[config.mk]
export PLATFORM = sky130hd
export DESIGN_NAME = iobus_regfile_slave
export DESIGN_NICKNAME = d
export VERILOG_FILES = /design/src/rtl/iobus_regfile_slave.sv
export SDC_FILE = /design/constraint.sdc
export NUM_CORES = 1
export LEC_CHECK = 0
export ABC_AREA = 0
export ABC_CLOCK_PERIOD_IN_PS = 6500
export BUFFER_PORTS_ARGS = -buffer_cell sky130_fd_sc_hd__buf_4
export CAP_MARGIN = 5
export CORE_ASPECT_RATIO = 2
export CORE_MARGIN = 2
export CORE_UTILIZATION = 40
export CTS_BUF_LIST = sky130_fd_sc_hd__clkbuf_8
export CTS_CLUSTER_SIZE = 12
export DETAILED_ROUTE_END_ITERATION = 8
export PLACE_DENSITY = 0.67
export SLEW_MARGIN = 20
export SYNTH_ARGS = -nofsm -noshare
export SYNTH_HDL_FRONTEND = slang
export SYNTH_SLANG_ARGS = --single-unit
[constraint.sdc]
create_clock -name clk -period 6.5 [get_ports clk]
set_input_delay 0 -clock clk [delete_from_list [all_inputs] [get_ports clk]]
set_output_delay 0 -clock clk [all_outputs]
set_load 0.1 [all_outputs]
[src/rtl/iobus_regfile_slave.sv]
// iobus_regfile_slave: MCS IO-bus responder serving a bank of byte-writable 32-bit registers
module iobus_regfile_slave #(
  parameter logic [31:0] BASE_ADDR   = 32'hC000_0000,
  parameter int          ADDR_BITS   = 3,
  parameter int          WAIT_CYCLES = 0,
  parameter logic [31:0] RESET_VAL   = 32'h0000_0000,
  localparam int         NUM_REGS    = 2 ** ADDR_BITS
) (
  input  logic                     clk,
  input  logic                     rst_n,
  input  logic                     io_addr_strobe,
  input  logic                     io_read_strobe,
  input  logic                     io_write_strobe,
  input  logic [3:0]               io_byte_en,
  input  logic [31:0]              io_addr,
  input  logic [31:0]              io_write_data,
  output logic [31:0]              io_read_data,
  output logic                     io_ready,
  output logic [32*NUM_REGS-1:0]   regs_out,
  output logic                     protocol_err
);
  typedef enum logic [1:0] {IDLE, WAIT, RESP} state_t;
  state_t                      state_q, state_d;
  logic [3:0]                  cnt_q, cnt_d, be_q, be_d;
  logic [ADDR_BITS-1:0]        idx_q, idx_d;
  logic                        wr_q, wr_d, ready_q, ready_d, err_q, err_d;
  logic [31:0]                 wdata_q, wdata_d, rdata_q, rdata_d;
  logic [NUM_REGS-1:0][31:0]   regs_q, regs_d;
  logic                        hit, accept, unused_ok;
  assign unused_ok = ^io_addr[1:0];
  assign hit    = io_addr_strobe && io_addr[31:ADDR_BITS+2] == BASE_ADDR[31:ADDR_BITS+2];
  assign accept = state_q == IDLE && hit && (io_read_strobe ^ io_write_strobe);
  // The *_d transfer fields hold the live request on accept and the latched one afterwards,
  // so the commit below serves both the zero-wait and the waited path.
  always_comb begin
    state_d = state_q;
    cnt_d   = cnt_q;
    idx_d   = idx_q;
    wr_d    = wr_q;
    be_d    = be_q;
    wdata_d = wdata_q;
    err_d   = err_q;
    if (accept) begin
      idx_d   = io_addr[ADDR_BITS+1:2];
      wr_d    = io_write_strobe;
      be_d    = io_byte_en;
      wdata_d = io_write_data;
      state_d = WAIT_CYCLES == 0 ? RESP : WAIT;
      cnt_d   = 4'(WAIT_CYCLES);
    end
    if (state_q == WAIT) begin
      cnt_d   = cnt_q - 4'd1;
      state_d = cnt_q == 4'd1 ? RESP : WAIT;
    end
    if (state_q == RESP) state_d = IDLE;
    if ((state_q == IDLE && hit && io_read_strobe && io_write_strobe) ||
        (state_q != IDLE && io_addr_strobe)) err_d = 1'b1;
    ready_d = state_d == RESP;
    rdata_d = ready_d && !wr_d ? regs_q[idx_d] : 32'h0;
    regs_d  = regs_q;
    for (int b = 0; b < 4; b++)
      if (ready_d && wr_d && be_d[b]) regs_d[idx_d][8*b+:8] = wdata_d[8*b+:8];
  end
  always_ff @(posedge clk or negedge rst_n) begin
    if (!rst_n) begin
      state_q <= IDLE;
      cnt_q   <= 4'd0;
      idx_q   <= '0;
      wr_q    <= 1'b0;
      be_q    <= 4'd0;
      wdata_q <= 32'h0;
      rdata_q <= 32'h0;
      ready_q <= 1'b0;
      err_q   <= 1'b0;
      regs_q  <= {NUM_REGS{RESET_VAL}};
    end else begin
      state_q <= state_d;
      cnt_q   <= cnt_d;
      idx_q   <= idx_d;
      wr_q    <= wr_d;
      be_q    <= be_d;
      wdata_q <= wdata_d;
      rdata_q <= rdata_d;
      ready_q <= ready_d;
      err_q   <= err_d;
      regs_q  <= regs_d;
    end
  end
  assign io_ready     = ready_q;
  assign io_read_data = rdata_q;
  assign regs_out     = regs_q;
  assign protocol_err = err_q;
endmodule
==> out/metrics.cfg <==
[status]
status = complete, no violations

[finish]
final_cell_mix = 376 x buf_4, 336 x dfrtp_1, 160 x nor2_1, 138 x a21oi_1, 137 x mux2_2
area_delta_synth_final_pct = 32.3
mostFrequentLayoutCell = buf_4
final_nets = 1703
final_util = 0.533
final_cell_area_um2 = 19000
drive_above_1_share = 0.379

[floorplanning]
initial_core_util = 0.403
rows = 98
die_h_um = 272
die_area_um2 = 37500
io-pin-count = 363
core_um2 = 35600
dieWidth_um = 138

[sta]
final.min_clock_period_ps = 4520
tightest_slew_ps = 1270
layout_setup_ws_ps = 1980
final.setup.tns_ps = 0
setup-violations-final = 0
hold_viol = 0
fmax_mhz = 221
rsz0062_at_grt = no
slew_headroom = 0.148
clock_skew_ps = 17.9
fin_crit_sh = 0.695
maxSlewViolCount = 0

[placement]
hpwl_um = 34800
placed_cell_area_um2 = 17500
gp_congestion = 0.851
dp_slack_ps = 2080
numPortBuffers = 360

[critical_path]
path_delay_family = simple AND/OR/NAND/NOR gates
slowest_stage = nor2_1
endpoint_kind = register
crit_type = reg2reg
cp_common_cell = nor2_1
cp.required_ps = 6960
slowest_delay_ps = 1060
crit_buf_inv = 1
critPathLaunchType = register
crit_fanout = 35
cp.arrival_ps = 4970
cp_cell_sequence = nor2_1, and4_1, and3b_4, mux2i_4, inv_4, nor2_1, a22o_1, nor4_1

[clock_network]
postCtsSetupRepairBufs = 0
cts.clk_slew.worst_paths_ps = 70
cts_htree_levels = 2
insertion_delay_ps = 580
cts.sinks = 336
cts_root_buf = clkbuf_8
cts_tree = built
cts.path.max_buffers = 3
cts_buffers = 48

[logic_synthesis]
synth_warnings = 0
syn-cell-area_um2 = 14300
syn_area_per_cell_um2 = 11.9
synth-async-reset-ratio = 1.00
ys_seq_area_frac = 0.587
postSynthCellCount = 1207
synth.distinct_cells = 53
synth_edf_count = 0
syn_nets = 1282
ys_ff_latch = 336
synth_top_flop_cell = dfrtp_1

[global_routing]
grt_first_pass_wirelength_um = 74400
overflow = 0
track_usage = 0.269
grt_max_degree = 135
grt_pass1_vias = 12197
antenna_found_initial = 1

[detailed_routing]
drc = 0
drtIter0Drc = 752
vias_per_cell = 5.55
routed_wl_um = 51000
num_vias = 11741
wl_per_cell_um = 24.1
drt_first_pass_iters = 7
antenna_left = 0

[power_and_ir_drop]
ir_worst_vdd_uv = 180
powerDensity_nw_per_um2 = 207
leakagePower_nw = 9.66

[min_path]
min_path_type = in2reg

[run]
maxCapViolations = 0

tightest hold or removal path: stages:
cell,delay (ps)
buf_4,130
mux2i_4,140
nand2_1,90
a32o_1,160
nor4_1,40
layer usage:
metal	part of all wire	GRT usage	wire (um)
met4	0.067	0.167	3430
met2	0.52	0.477	26700
met3	0.061	0.0418	3110
met5	0	0	0
met1	0.35	0.294	17800
final cells by class:
cell class | count | area (um2)
Antenna cell | 2 | 5.00
Clock buffer | 61 | 840
Clock inverter | 26 | 146
Fill cell | 3159 | 16600
Inverter | 39 | 154
Multi-Input combinational cell | 780 | 5550
Sequential cell | 336 | 8410
Tap cell | 450 | 563
Timing Repair Buffer | 423 | 3300
cell families (layout without fill, tap and decap cells):
family	count (synthesis)	after routing	share of synthesized area
flip-flops	336	336	0.587
AND/OR/NAND/NOR	311	311	0.112
AO/OA/AOI/OAI	258	258	0.108
multiplexers	207	207	0.160
buffers and inverters	91	549	0.0310
adder cells (fa/ha/maj)	2	2	0.00175
XOR/XNOR	2	2	0.00122
other	0	2	0
flip-flops by register name, indices dropped and copies added (netlist names):
register,flops
state_q,2
protocol_err,1
cnt_q,4
io_ready,1
wr_q,1
io_read_data,32
be_q,4
idx_q,3
regs_out,256
wdata_q,32
through the flow:
stage / total power [mW] / hold slack [ps] / instances
2_1_floorplan: 2.14 / -296 / 1207
4_1_cts: 3.95 / 15.1 / 2115
3_5_place_dp: 2.23 / 203 / 1982
5_1_grt: 4.04 / 85.9 / 2116
6_report: 3.92 / 44.1 / 2117
3_3_place_gp: 2.22 / 188 / 1982
power by group:
group          total (mW)  switching (mW)  internal [mW]
clock                1.71           0.825          0.887
sequential           2.09        0.000165           2.09
combinational       0.113          0.0646         0.0483
Yosys cell counts (all sizes together), types with 3 or more instances:
cell / n / area, um2
dfrtp: 336 / 8410
mux2i: 61 / 648
nand3b: 3 / 22.5
a21oi: 145 / 741
mux2: 146 / 1640
o221ai: 22 / 193
o22ai: 31 / 194
a22o: 6 / 52.6
a211o: 3 / 26.3
nor2: 176 / 816
nor4b: 6 / 77.6
o22a: 14 / 123
inv: 39 / 154
nor3: 20 / 100
and2: 5 / 31.3
nand4: 3 / 18.8
nor4: 20 / 131
nand3: 22 / 153
nand2: 44 / 165
buf: 33 / 219
o21ai: 31 / 155
clkbuf: 19 / 71.3
timing repair:
item / 4_1_cts / 5_1_grt
endpoints found under the setup margin: 0 / 0
resized for setup: 0 / 0
hold endpoints to repair: 411 / 0
hold buffers: 46 / 0
path summary, 6_finish.rpt:
| kind | slack (ps) | startpoint | end | cells after the start |
|---|---|---|---|---|
| worst max-delay path | 1980 | state_q[0] | io_read_data[10] | 8 |
| worst min-delay path | 40 | io_addr[4] | io_read_data[14] | 5 |
| worst max register to register | 1980 | state_q[0] | io_read_data[10] | 8 |
| worst min register to register | 480 | be_q[1] | be_q[1] | 2 |
| max in group asynchronous | 4790 | rst_n | regs_out[166] | 3 |
| min in group asynchronous | 150 | rst_n | io_read_data[18] | 2 |
Power figures use the tool's default switching activity.
